[config.mk]
export PLATFORM = sky130hd
export DESIGN_NAME = switch_debouncer
export DESIGN_NICKNAME = d
export VERILOG_FILES = /design/src/rtl/switch_debouncer.sv
export SDC_FILE = /design/constraint.sdc
export NUM_CORES = 1
export LEC_CHECK = 0
export ABC_AREA = 1
export BUFFER_PORTS_ARGS = -buffer_cell sky130_fd_sc_hd__buf_2
export CELL_PAD_IN_SITES_DETAIL_PLACEMENT = 0
export CELL_PAD_IN_SITES_GLOBAL_PLACEMENT = 2
export CORE_MARGIN = 2
export CORE_UTILIZATION = 33
export CTS_CLUSTER_SIZE = 40
export DETAILED_ROUTE_END_ITERATION = 6
export HOLD_SLACK_MARGIN = 0.06
export PLACE_DENSITY_LB_ADDON = 0.08
export SYNTH_ARGS = -nofsm -noshare
export SYNTH_HDL_FRONTEND = slang
export SYNTH_SLANG_ARGS = --single-unit
export TNS_END_PERCENT = 10
[constraint.sdc]
create_clock -name clk -period 2.1 [get_ports clk]
set_input_delay 0.42 -clock clk [delete_from_list [all_inputs] [get_ports clk]]
set_output_delay 0.42 -clock clk [all_outputs]
set_load 0.05 [all_outputs]
[src/rtl/switch_debouncer.sv]
// switch_debouncer: synchronises and word-debounces eight panel switches, emitting a stable word and update strobe
module switch_debouncer #(
  parameter int STABLE_COUNT = 50000,
  parameter int CNT_W = 16
) (
  input  logic       clk,
  input  logic       rst,
  input  logic [7:0] sw_raw,
  output logic [7:0] sw_stable,
  output logic       upd,
  output logic       busy
);
  typedef enum logic {IDLE, COUNT} state_t;
  localparam logic [CNT_W-1:0] LAST = CNT_W'(STABLE_COUNT - 1);
  state_t state, next_state;
  logic [7:0] s1, s2, snap, snap_n, stable_n;
  logic [CNT_W-1:0] cnt, cnt_n;
  logic upd_n;
  always_ff @(posedge clk) begin
    if (rst) begin
      s1 <= '0;
      s2 <= '0;
      snap <= '0;
      sw_stable <= '0;
      cnt <= '0;
      upd <= 1'b0;
      state <= IDLE;
    end else begin
      s1 <= sw_raw;
      s2 <= s1;
      snap <= snap_n;
      sw_stable <= stable_n;
      cnt <= cnt_n;
      upd <= upd_n;
      state <= next_state;
    end
  end
  // any differing bit restarts timing, so multi-bit changes commit as one word
  always_comb begin
    next_state = state;
    snap_n = snap;
    cnt_n = cnt;
    stable_n = sw_stable;
    upd_n = 1'b0;
    if (state == IDLE) begin
      if (s2 != sw_stable) begin
        next_state = COUNT;
        snap_n = s2;
        cnt_n = '0;
      end
    end else if (s2 == sw_stable) begin
      next_state = IDLE;
      cnt_n = '0;
    end else if (s2 != snap) begin
      snap_n = s2;
      cnt_n = '0;
    end else if (cnt == LAST) begin
      next_state = IDLE;
      stable_n = snap;
      upd_n = 1'b1;
      cnt_n = '0;
    end else begin
      cnt_n = cnt + 1'b1;
    end
  end
  always_comb busy = (state == COUNT);
endmodule
* Yosys cells after proc, flatten, opt, wreduce, memory -nomap -nowiden
Cells that the tools add are included.
** Storage, ports and cells
- Flip-flop bits (word level) :: 50
** Cells by class
- $add $sub $neg :: 1
- Equality and inequality tests :: 6
- Mux-type cells :: 15
- Bitwise gates (word level) :: 3
- Reduce and logical (&&, ||, !) cells :: 4
** Operators by type and width (count)
- $mux 16 :: 5
- $mux 8 :: 4
- $add 16x1->16 const B :: 1
- $eq 16x16->1 const B :: 1
- $ne 8x8->1 :: 2
- $eq 8x8->1 :: 1
- $mux 1 :: 6
- $reduce_and 4->1 :: 1
- $reduce_or 4->1 :: 1
- $not 1->1 :: 3
- $reduce_and 3->1 :: 1
- $ne 2x1->1 const B :: 1
- $ne 2x2->1 const B :: 1
- $reduce_bool 2->1 :: 1

* Depth between registers and ports, before layout
- Depth in word-level cells :: 5
- Depth in mapped cells :: 11

* Worst setup path before layout
Ideal clock, no wire load.
- Path type :: reg2reg
- Start point :: register sw_stable[1]
- End point :: register cnt[11]
- Library setup time :: 0.067 ns
- Arrival :: 1.629 ns
- Data required time :: 2.033 ns
- Slack :: 0.404 ns
- Stages on the path, launching flop included :: 9
- Path buffers :: 1
- Path through :: dfxtp_1 xnor2_1 nand2_1 nor2_1 nand2_2 nor2_4 buf_4 nand2_1 a21oi_2
** Between the ends
- Word-level cells in the longest chain between the ends :: 3
- Elaborated cells on any way between the ends :: 5
** Ends and longest elaborated chain
- from (decl) :: line 9 : output logic [7:0] sw_stable,
- from (signal assigned) :: line 32 : sw_stable <= stable_n;
- $eq 8x8->1 :: line 51 : end else if (s2 == sw_stable) begin
- $mux 16 :: line 51
- $mux 16 :: line 45 : if (state == IDLE) begin
- to (signal assigned) :: line 33 : cnt <= cnt_n;
- to (decl) :: line 17 : logic [CNT_W-1:0] cnt, cnt_n;
Several ways; a longest one is shown, not always the timed one.
A chain may end at the register's enable or synchronous reset.

* Worst setup path after layout
- Start point :: register s2[2]
- End point :: register snap[2]
** Between the ends
- Word-level cells in the longest chain between the ends :: 3
- Elaborated cells on any way between the ends :: 11
** Ends and longest elaborated chain
- from (decl) :: line 16 : logic [7:0] s1, s2, snap, snap_n, stable_n;
- from (signal assigned) :: line 22 : s2 <= '0;
- from (signal assigned) :: line 30 : s2 <= s1;
- $ne 8x8->1 (tied with other cells) :: line 54 : end else if (s2 != snap) begin
- $ne 2x1->1 (no source line) (tied with other cells)
- $reduce_and 3->1 (no source line) / $mux 8 (equally long branches)
- to (signal assigned) :: line 31 : snap <= snap_n;
- to (decl) :: line 16
Several ways; a longest one is shown, not always the timed one. The select of a mux whose other input is x is not followed.

==> reports/metrics.cfg <==
[layout]
register_area_um2 = 1000
drive_gt1_frac = 0.152
multi_input_area_um2 = 1240
areaGrowthSynthToFinish_pct = 12.7
fill_cells = 840
fin_area_um2 = 2870
final_common_cell = nand2_1
final_nets = 411
antenna_cells = 0
final_cell_mix = 80 x nand2_1, 72 x nor2_1, 61 x inv_1, 50 x dfxtp_1, 19 x buf_2

[logic_synthesis]
yosys-top-cells-area = dfxtp_1 39%, nand2_1 12%, nor2_1 11%
synth-seq-cells = 50
seq_area_frac_synth = 0.394
synth_flop_cell = dfxtp_1
synth_top_area_frac = 0.394
yosysWarnings = 0
synth_cell_type_count = 28
postSynthCellCount = 377
synthesis.area_um2 = 2540
syn_avg_cell_area_um2 = 6.75
synth_area_leader_cell = dfxtp_1
async_flop_share = 0
synth_fp_nets = 388
synth_edf_count = 0

[die]
coreArea_um2 = 7610
io_pins = 20
num_rows = 32
fp.dieH_um = 91.8
die_area_um2 = 8430
start_util = 0.334
die_x_um = 91.8

[flow_run]
maxCapViolCount = 0

[global_route]
grt_overflow_total = 0
grt_pass1_wl_um = 10300
grt_use_total = 0.153
antenna_found_initial = 0
grt_max_degree = 36
grt_pass1_vias = 2020

[routing]
drc_errors = 0
num_vias = 2216
postRouteAntennaNets = 0
drtIter0Drc = 102
post_drt_wl_per_cell_um = 12.0
wl_um = 6050
vias_per_cell = 4.41
drt_first_pass_iters = 4

[setup_path]
path_class = reg -> reg
cp-start-kind = flop
r2r-end = snap[2]
cp.required_ps = 2310
reg2reg_from = s2[2]
endpoint_kind = flop
r2r_slack_ps = 320
crit_arrival_ps = 1990
r2r_cells = 11
critPathMaxFanout = 9

[clock_tree]
ctsHoldBuffers = 0
cts-htree-levels = 2
cts_buffer_depth = 2
cts_sinks = 50
cts_buffers = 5
root_buffer = clkbuf_8
ctsResizeCount = 0
cts.reportedPaths.clkPinSlew_ps = 110
cts_tree = built
cts_setup_buffers = 0
clk_latency_ps = 310

[timing]
slew_viol_final = 0
maxClockFrequency_mhz = 562
finalCriticalPeriod_ps = 1780
slew_headroom = 0.709
fin_skew_ps = 7.20
post-route-period-util = 0.847
rsz0062_at_grt = false
setup_viol = 0
hold_viol = 0
worstMarginPinSlew_ps = 435
finalSetupTns_ps = 0

[min_path]
min_from = sw_raw[3]
min_path_cells = 3
hold_path.class = in -> reg
holdPathEnd = s1[3]

[status]
status = finished clean

[place]
dp_hpwl_um = 4360
portBuffers = 19
dpl_cell_area_um2 = 2770
gp_congestion = 0.773

[power]
p_leak_uw = 0.00123
peakVddDrop_mv = 0.386
powerDensity_nw_per_um2 = 654

[area by class of cell]
class                           count  share of cell area
Multi-Input combinational cell    251               0.432
Sequential cell                    50               0.349
Inverter                           67              0.0877
Timing Repair Buffer               25              0.0532
Tap cell                          102              0.0445
Clock buffer                        5              0.0240
Clock inverter                      3              0.0100
[how the worst max path moves through the flow]
stage / startpoint / to / slack [ps] / cells after the start
finish: s2[2] / snap[2] / 320 / 11
global route: s2[2] / snap[3] / 120 / 11
CTS: s2[3] / snap[0] / 300 / 9
detailed placement: s2[3] / snap[0] / 320 / 9
global placement: s2[0] / snap[2] / 340 / 11
floorplan: sw_stable[1] / cnt[11] / 400 / 8
[cell families (layout without fill, tap and decap cells)]
| kind of cell | after synthesis | count (layout) | synth area share |
|---|---|---|---|
| flops | 50 | 50 | 0.394 |
| xor+xnor | 10 | 10 | 0.0344 |
| buf+inv | 76 | 100 | 0.120 |
| compound gates | 42 | 42 | 0.101 |
| fa+ha+maj | 1 | 1 | 0.00492 |
| simple gates | 198 | 198 | 0.346 |
[report_power, final]
group / internal, uW / switching, uW / leakage, uW
Sequential: 983 / 32.4 / 0.000408
Combinational: 84.8 / 150 / 0.000767
Clock: 248 / 377 / 0.0000502
Total: 1320 / 560 / 0.00123
[registers in the layout, summed over array words and instances (netlist names)]
signal / flops
cnt: 16
s1: 8
s2: 8
snap: 8
sw_stable: 8
busy: 1
upd: 1
[worst max-delay path, cell delays in order, from the launching register on]
cell and delay [ps]:
dfxtp_1 390, inv_1 70, nand2_1 50, nand2_1 50, nor2_1 160, nand2_1 110
nor2_4 300, inv_1 130, nand2_2 80, inv_1 150, nor2_1 120, nor2_1 50
[metrics by stage]
step | power [uW] | util | worst slack (ps) | hold slack (ps) | std cells
2_1_floorplan | 1200 | - | 404 | 388 | 377
3_3_place_gp | 1280 | 0.364 | 338 | 393 | 495
3_5_place_dp | 1280 | 0.364 | 316 | 393 | 495
4_1_cts | 1910 | 0.377 | 300 | 290 | 503
5_1_grt | 1980 | 0.377 | 121 | 286 | 503
6_report | 1880 | 0.377 | 322 | 299 | 503
[synthesized netlist by cell type (2+ instances only)]
| master | n |
|---|---|
| xnor2_1 | 6 |
| xor2_1 | 4 |
| o21ai_0 | 14 |
| inv_1 | 61 |
| nand2_1 | 80 |
| buf_6 | 2 |
| nand3_2 | 2 |
| nor2_4 | 2 |
| nand2_2 | 7 |
| nand4_1 | 15 |
| nor3_1 | 5 |
| clkbuf_1 | 4 |
| nor2_2 | 3 |
| dfxtp_1 | 50 |
| a21oi_2 | 5 |
| nor2_1 | 72 |
| a21oi_1 | 12 |
| nand3_1 | 8 |
| inv_2 | 6 |
| o21bai_1 | 11 |
[metal layers]
| layer | up-vias | GRT usage | routed length (um) |
|---|---|---|---|
| met4 | 0 | 0.0485 | 81 |
| met1 | 968 | 0.234 | 3310 |
| met3 | 6 | 0.0279 | 196 |
| li1 | 1207 | - | - |
| met5 | - | 0 | 0 |
| met2 | 35 | 0.216 | 2470 |
Note: power is estimated with default switching activity, not from simulation.
